<file path="src/rtl/signal_conflict_monitor.sv">
// signal_conflict_monitor: conflict monitor latching faults and forcing cabinet flash; FAULT_COUNT_EN adds fault_count
package traffic_signal_colors_pkg;
  typedef enum logic [1:0] {RED, YELLOW, GREEN, FLASHING} color_e;
endpackage

module signal_conflict_monitor
  import traffic_signal_colors_pkg::*;
#(
  parameter int MIN_YELLOW       = 5,
  parameter int CONFLICT_PERSIST = 2
) (
  input  logic       clk,
  input  logic       reset,
  input  color_e     signal_sb,
  input  color_e     signal_sb_turn,
  input  color_e     signal_nb,
  input  color_e     signal_nb_turn,
  input  color_e     signal_wb,
  input  color_e     signal_wb_turn,
  input  color_e     signal_eb,
  input  color_e     signal_eb_turn,
  input  color_e     ped_signal_ns,
  input  color_e     ped_signal_ew,
  input  logic       clear_fault,
  output logic       fault,
  output logic [2:0] fault_code,
  output logic       force_flash
`ifdef FAULT_COUNT_EN
  ,
  output logic [7:0] fault_count
`endif
);
  localparam int PW = $clog2(CONFLICT_PERSIST + 1);
  localparam int YW = $clog2(MIN_YELLOW + 1);
  typedef enum logic [1:0] {MONITOR, PENDING, FAULT} state_e;
  function automatic logic act(color_e c);
    return c == GREEN || c == YELLOW;
  endfunction
  state_e state, state_nx;
  logic [PW-1:0] pcnt, pcnt_nx;
  logic [2:0] code, code_nx;
  color_e veh [8];
  color_e prev [8];
  logic [YW-1:0] ycnt [8];
  logic c1, c2, c3, short_y, any_flash, all_flash, clr;
  assign veh = '{signal_sb, signal_sb_turn, signal_nb, signal_nb_turn,
                 signal_wb, signal_wb_turn, signal_eb, signal_eb_turn};
  assign c1 = (act(signal_sb) | act(signal_sb_turn) | act(signal_nb) | act(signal_nb_turn) | act(ped_signal_ns)) &
              (act(signal_wb) | act(signal_wb_turn) | act(signal_eb) | act(signal_eb_turn) | act(ped_signal_ew));
  assign c2 = (act(signal_sb_turn) & act(signal_nb)) | (act(signal_nb_turn) & act(signal_sb)) |
              (act(signal_wb_turn) & act(signal_eb)) | (act(signal_eb_turn) & act(signal_wb));
  assign c3 = (act(ped_signal_ns) & (act(signal_sb_turn) | act(signal_nb_turn))) |
              (act(ped_signal_ew) & (act(signal_wb_turn) | act(signal_eb_turn)));
  assign force_flash = fault;
  assign clr = state == FAULT && state_nx == MONITOR;
  // per-head short-yellow detection and flash uniformity across all ten heads
  always_comb begin
    short_y = 1'b0;
    any_flash = ped_signal_ns == FLASHING || ped_signal_ew == FLASHING;
    all_flash = ped_signal_ns == FLASHING && ped_signal_ew == FLASHING;
    for (int i = 0; i < 8; i++) begin
      short_y |= prev[i] != FLASHING && veh[i] != FLASHING &&
                 ((prev[i] == GREEN && veh[i] == RED) ||
                  (prev[i] == YELLOW && veh[i] != YELLOW && (veh[i] == GREEN || ycnt[i] < YW'(MIN_YELLOW))));
      any_flash |= veh[i] == FLASHING;
      all_flash &= veh[i] == FLASHING;
    end
    code = c1 ? 3'd1 : c2 ? 3'd2 : c3 ? 3'd3 : short_y ? 3'd4 : (any_flash && !all_flash) ? 3'd5 : 3'd0;
  end
  // monitor/pending/fault next-state; the code is captured only on entry into FAULT
  always_comb begin
    state_nx = state;
    pcnt_nx = pcnt;
    code_nx = fault_code;
    unique case (state)
      MONITOR:
        if (code == 3'd4 || (code != 3'd0 && CONFLICT_PERSIST == 1)) begin
          state_nx = FAULT;
          code_nx = code;
        end else if (code != 3'd0) begin
          state_nx = PENDING;
          pcnt_nx = PW'(1);
        end
      PENDING:
        if (code == 3'd0) begin
          state_nx = MONITOR;
          pcnt_nx = '0;
        end else if (pcnt + PW'(1) == PW'(CONFLICT_PERSIST)) begin
          state_nx = FAULT;
          code_nx = code;
          pcnt_nx = '0;
        end else pcnt_nx = pcnt + PW'(1);
      default:
        if (clear_fault && code == 3'd0) begin
          state_nx = MONITOR;
          code_nx = 3'd0;
          pcnt_nx = '0;
        end
    endcase
  end
  // state, persist counter and registered fault outputs
  always_ff @(posedge clk or posedge reset)
    if (reset) begin
      state <= MONITOR;
      pcnt <= '0;
      fault <= 1'b0;
      fault_code <= 3'd0;
    end else begin
      state <= state_nx;
      pcnt <= pcnt_nx;
      fault <= state_nx == FAULT;
      fault_code <= code_nx;
    end
  // previous colours track inputs; yellow counters saturate and are cleared when a fault is cleared
  always_ff @(posedge clk or posedge reset)
    if (reset) begin
      for (int i = 0; i < 8; i++) begin
        prev[i] <= FLASHING;
        ycnt[i] <= '0;
      end
    end else begin
      for (int i = 0; i < 8; i++) begin
        prev[i] <= veh[i];
        ycnt[i] <= (clr || veh[i] != YELLOW) ? '0 : ycnt[i] == YW'(MIN_YELLOW) ? ycnt[i] : ycnt[i] + YW'(1);
      end
    end
`ifdef FAULT_COUNT_EN
  // saturating count of FAULT entries, cleared only by reset
  always_ff @(posedge clk or posedge reset)
    if (reset) fault_count <= 8'd0;
    else if (state_nx == FAULT && state != FAULT && fault_count != 8'hFF) fault_count <= fault_count + 8'd1;
`endif
endmodule
</file>
<file path="config.mk">
export PLATFORM = sky130hd
export DESIGN_NAME = signal_conflict_monitor
export DESIGN_NICKNAME = d
export VERILOG_FILES = /design/src/rtl/signal_conflict_monitor.sv
export SDC_FILE = /design/constraint.sdc
export NUM_CORES = 1
export LEC_CHECK = 0
export ABC_AREA = 1
export CAP_MARGIN = 15
export CORE_MARGIN = 2
export CORE_UTILIZATION = 39
export DETAILED_ROUTE_END_ITERATION = 8
export GPL_TIMING_DRIVEN = 0
export HOLD_SLACK_MARGIN = 0.06
export PLACE_DENSITY = 0.53
export SETUP_SLACK_MARGIN = 0.5
export SLEW_MARGIN = 5
export SYNTH_ARGS = -nofsm -noshare
export SYNTH_HDL_FRONTEND = slang
export SYNTH_SLANG_ARGS = --single-unit
</file>
<file path="constraint.sdc">
create_clock -name clk -period 2 [get_ports clk]
set_clock_uncertainty 0.1 [all_clocks]
set_input_delay 0.2 -clock clk [delete_from_list [all_inputs] [get_ports clk]]
set_output_delay 0.2 -clock clk [all_outputs]
set_load 0.03 [all_outputs]
</file>
==> flow_summary.yaml <==
clock_tree:
  clkTransAtPathRegs_ns: 0.09
  cts.root.buffer_cell: "clkbuf_8"
  clockBufferDepth: 2
  cts_tree: "built"
  htreeDepth: 2
  cts.sinks: 48
  cts_made_buffers: 5
  insertion_delay_ns: 0.30
yosys:
  yosysWarnings: 0
  synth_top_area_cell: "dfrtp_1"
  ys_seq_area_share_pct: 36.6
  ys_types: 24
  syn_nets: 491
  dominantRegCellSynth: "dfrtp_1"
  synth_top_area_share_pct: 24.0
  ys_ff_latch: 48
  syn_area_mm2: 0.00334
  synthCells: 418
  async_flop_share_pct: 100
  yosys-top-cells-area: "dfrtp_1, ha_1, dfstp_2"
  synth_edf_count: 0
  syn_area_per_cell_um2: 7.99
layout:
  insertedDiodeCount: 0
  final_nets: 565
  nFillCells: 795
  multi_input_area_mm2: 0.00212
  synthToLayoutAreaGrowth_pct: 32.5
  final_cell_area_mm2: 0.00442
  drive_above_1_share_pct: 35.1
  regArea_mm2: 0.00122
  fin_cells: 598
die:
  die_area_mm2: 0.00932
  die_x_um: 96.5
  initial_core_util_pct: 40.4
  ioPinCount: 28
  placeableCoreArea_mm2: 0.00826
  rows: 33
  fp.dieH_um: 96.5
place:
  hpwlAfterDp_um: 4900
  dpl_cell_area_mm2: 0.00389
  dp_cells: 551
  gp_congestion: 0.773
  port-buffer-count: 27
timing:
  period_minus_slack_ns: 1.92
  slew_headroom_pct: 64.1
  setup_viol: 0
  fmax_ghz: 0.522
  period_share_pct: 95.8
  worstMarginPinSlew_ns: 0.538
  rsz0062_at_grt: "true"
  hold_ws_ns: 0.163
  slew_violations: 0
  hold_viol_final: 0
  finalSetupTns_ns: 0
power:
  power_mw: 2.14
  max-vdd-ir-drop_mv: 0.270
  power.leakage_nw: 2.20
  powerDensity_mw_per_mm2: 485
setup_path:
  path_delay_family: "simple AND/OR/NAND/NOR gates"
  worst-path-max-fanout: 5
  crit_buf_inv: 2
  r2r-start: "prev[1]$_DFF_PP1_"
  crit_top_cell: "nand2_4"
  setup.worst_path.start: "prev[1]$_DFF_PP1_"
  worstPathCellList: "inv_2, nand2_2, nor2_1, nand2_1, nand2_2, nand2_4, nand2_4, nor2_4, nand4_4, nor2_4, nand3_4, buf_12, nand2_4, nor2_1"
  critical_path.startpoint_type: "register"
  slowest_stage: "dfstp_2"
  cp_slowest_stage_delay_ns: 0.53
  crit_path_end_kind: "register"
  worstPathRequired_ns: 2.09
  path_class: "register to register"
  worst_ep_arrival_time_ns: 2.01
global_route:
  overflow: 0
  grt_pass1_vias: 2547
  grt_max_degree: 26
  grt_util_all_layers_pct: 15.1
  grt_pass1_wl_um: 11000
  antenna_found_initial: 0
route:
  wl_per_cell_um: 11.2
  first_pass_iters: 4
  num_vias: 2721
  via_per_inst: 4.55
  drtIter0Drc: 48
  ant_nets: 0
  routed_wl_um: 6710
  drt_drc_violations_left: 0
outcome:
  status: "finished, final reports clean"
min_path:
  hold_class: "primary input to async pin"
run:
  timing.max_cap.violations: 0
[worst paths after layout]
path                       slack (ns)  cells after the start                         to
min in group clk                 0.29                      4        ycnt[4]$_DFFE_PP0P_
hold / removal                   0.16                      2        ycnt[5]$_DFFE_PP0P_
setup / recovery                 0.08                     14       ycnt[15]$_DFFE_PP0P_
setup reg to reg                 0.08                     14       ycnt[15]$_DFFE_PP0P_
hold reg to reg                  0.38                      2  fault_code[1]$_DFFE_PP0P_
max in group asynchronous        1.04                      3          prev[6]$_DFF_PP1_
[worst register-to-register path, stage by stage (launching register included)]
cell and delay, ns:
dfstp_2 0.53, inv_2 0.04, nand2_2 0.04, nor2_1 0.04, nand2_1 0.07, nand2_2 0.07
nand2_4 0.08, nand2_4 0.05, nor2_4 0.11, nand4_4 0.14, nor2_4 0.15, nand3_4 0.11
buf_12 0.17, nand2_4 0.08, nor2_1 0.04
[cells in the mapped netlist, types with 8 or more instances]
| library cell | n |
|---|---|
| nand2_1 | 100 |
| xor2_1 | 10 |
| ha_1 | 50 |
| inv_1 | 64 |
| nand2_4 | 8 |
| dfstp_2 | 16 |
| nor2_1 | 60 |
| o21ai_0 | 16 |
| dfrtp_1 | 32 |
| a21oi_1 | 11 |
| nand3_1 | 14 |
[final cells by class]
| type | count | share of cell area, % |
|---|---|---|
| multi-input combinational | 298 | 47.9 |
| sequential | 48 | 27.6 |
| timing repair buffer | 67 | 12.6 |
| inverter | 70 | 6.62 |
| tap | 105 | 2.97 |
| clock buffer | 8 | 2.04 |
| buffer | 2 | 0.283 |
[stage by stage]
stage,setup WS [ns],utilization (%)
after CTS,0.0842,50.1
after global placement,-0.902,46.9
after detailed placement,-0.885,47.2
final,0.0832,53.6
after floorplan,0.135,-
after global routing,-0.0522,53.6
[registers in the layout (all words and copies together) (netlist names)]
register and cells:
fault 1, fault_code 3, pcnt 2, prev 16
state 2, ycnt 24
[metal layers]
| metal | share of wire [%] | GRT usage, % |
|---|---|---|
| met2 | 49 | 25.9 |
| met1 | 47 | 19.4 |
| met4 | 0.52 | 3.87 |
| met5 | 0 | 0 |
| met3 | 2.7 | 3.10 |
[cell usage in the layout (no fill, tap or decap), drive strengths merged]
master	Yosys	routed
clkdlybuf4s15	0	1
buf	1	26
nand2	114	114
a21boi	1	1
nand3b	6	6
ha	50	50
dfrtp	32	32
nor3	1	1
o22a	1	1
nand4	4	4
nor2	69	69
dlygate4sd2	0	9
inv	70	70
dlygate4sd3	0	16
xor2	10	10
o21ai	16	16
clkbuf	1	23
nand3	15	15
clkdlybuf4s50	0	2
dfstp	16	16
a21oi	11	11
[where the power goes]
part	internal (mW)	leakage [nW]	switching (mW)	total (mW)
registers	1.03	0.591	0.0298	1.05
logic	0.208	1.56	0.280	0.488
clock network	0.283	0.0455	0.319	0.602
total	1.52	2.20	0.629	2.14
[repair_timing]
action	CTS	global route
setup buffers	10	13
setup endpoints to repair	37	32
hold buffers	3	13
endpoints found under the hold margin	3	13
resized for setup	58	65
pin swaps	11	11
[kinds of logic (layout without fill, tap and decap cells)]
| logic type | after synthesis | count (layout) | share of synthesized area (%) |
|---|---|---|---|
| buffers and inverters | 72 | 147 | 8.25 |
| AOI/OAI and AO/OA | 29 | 29 | 4.54 |
| and+or+nand+nor | 209 | 209 | 29.3 |
| xor gates and xnor gates | 10 | 10 | 2.62 |
| DFF | 48 | 48 | 36.6 |
| adders and majority gates | 50 | 50 | 18.7 |
Power figures use the tool's default switching activity.
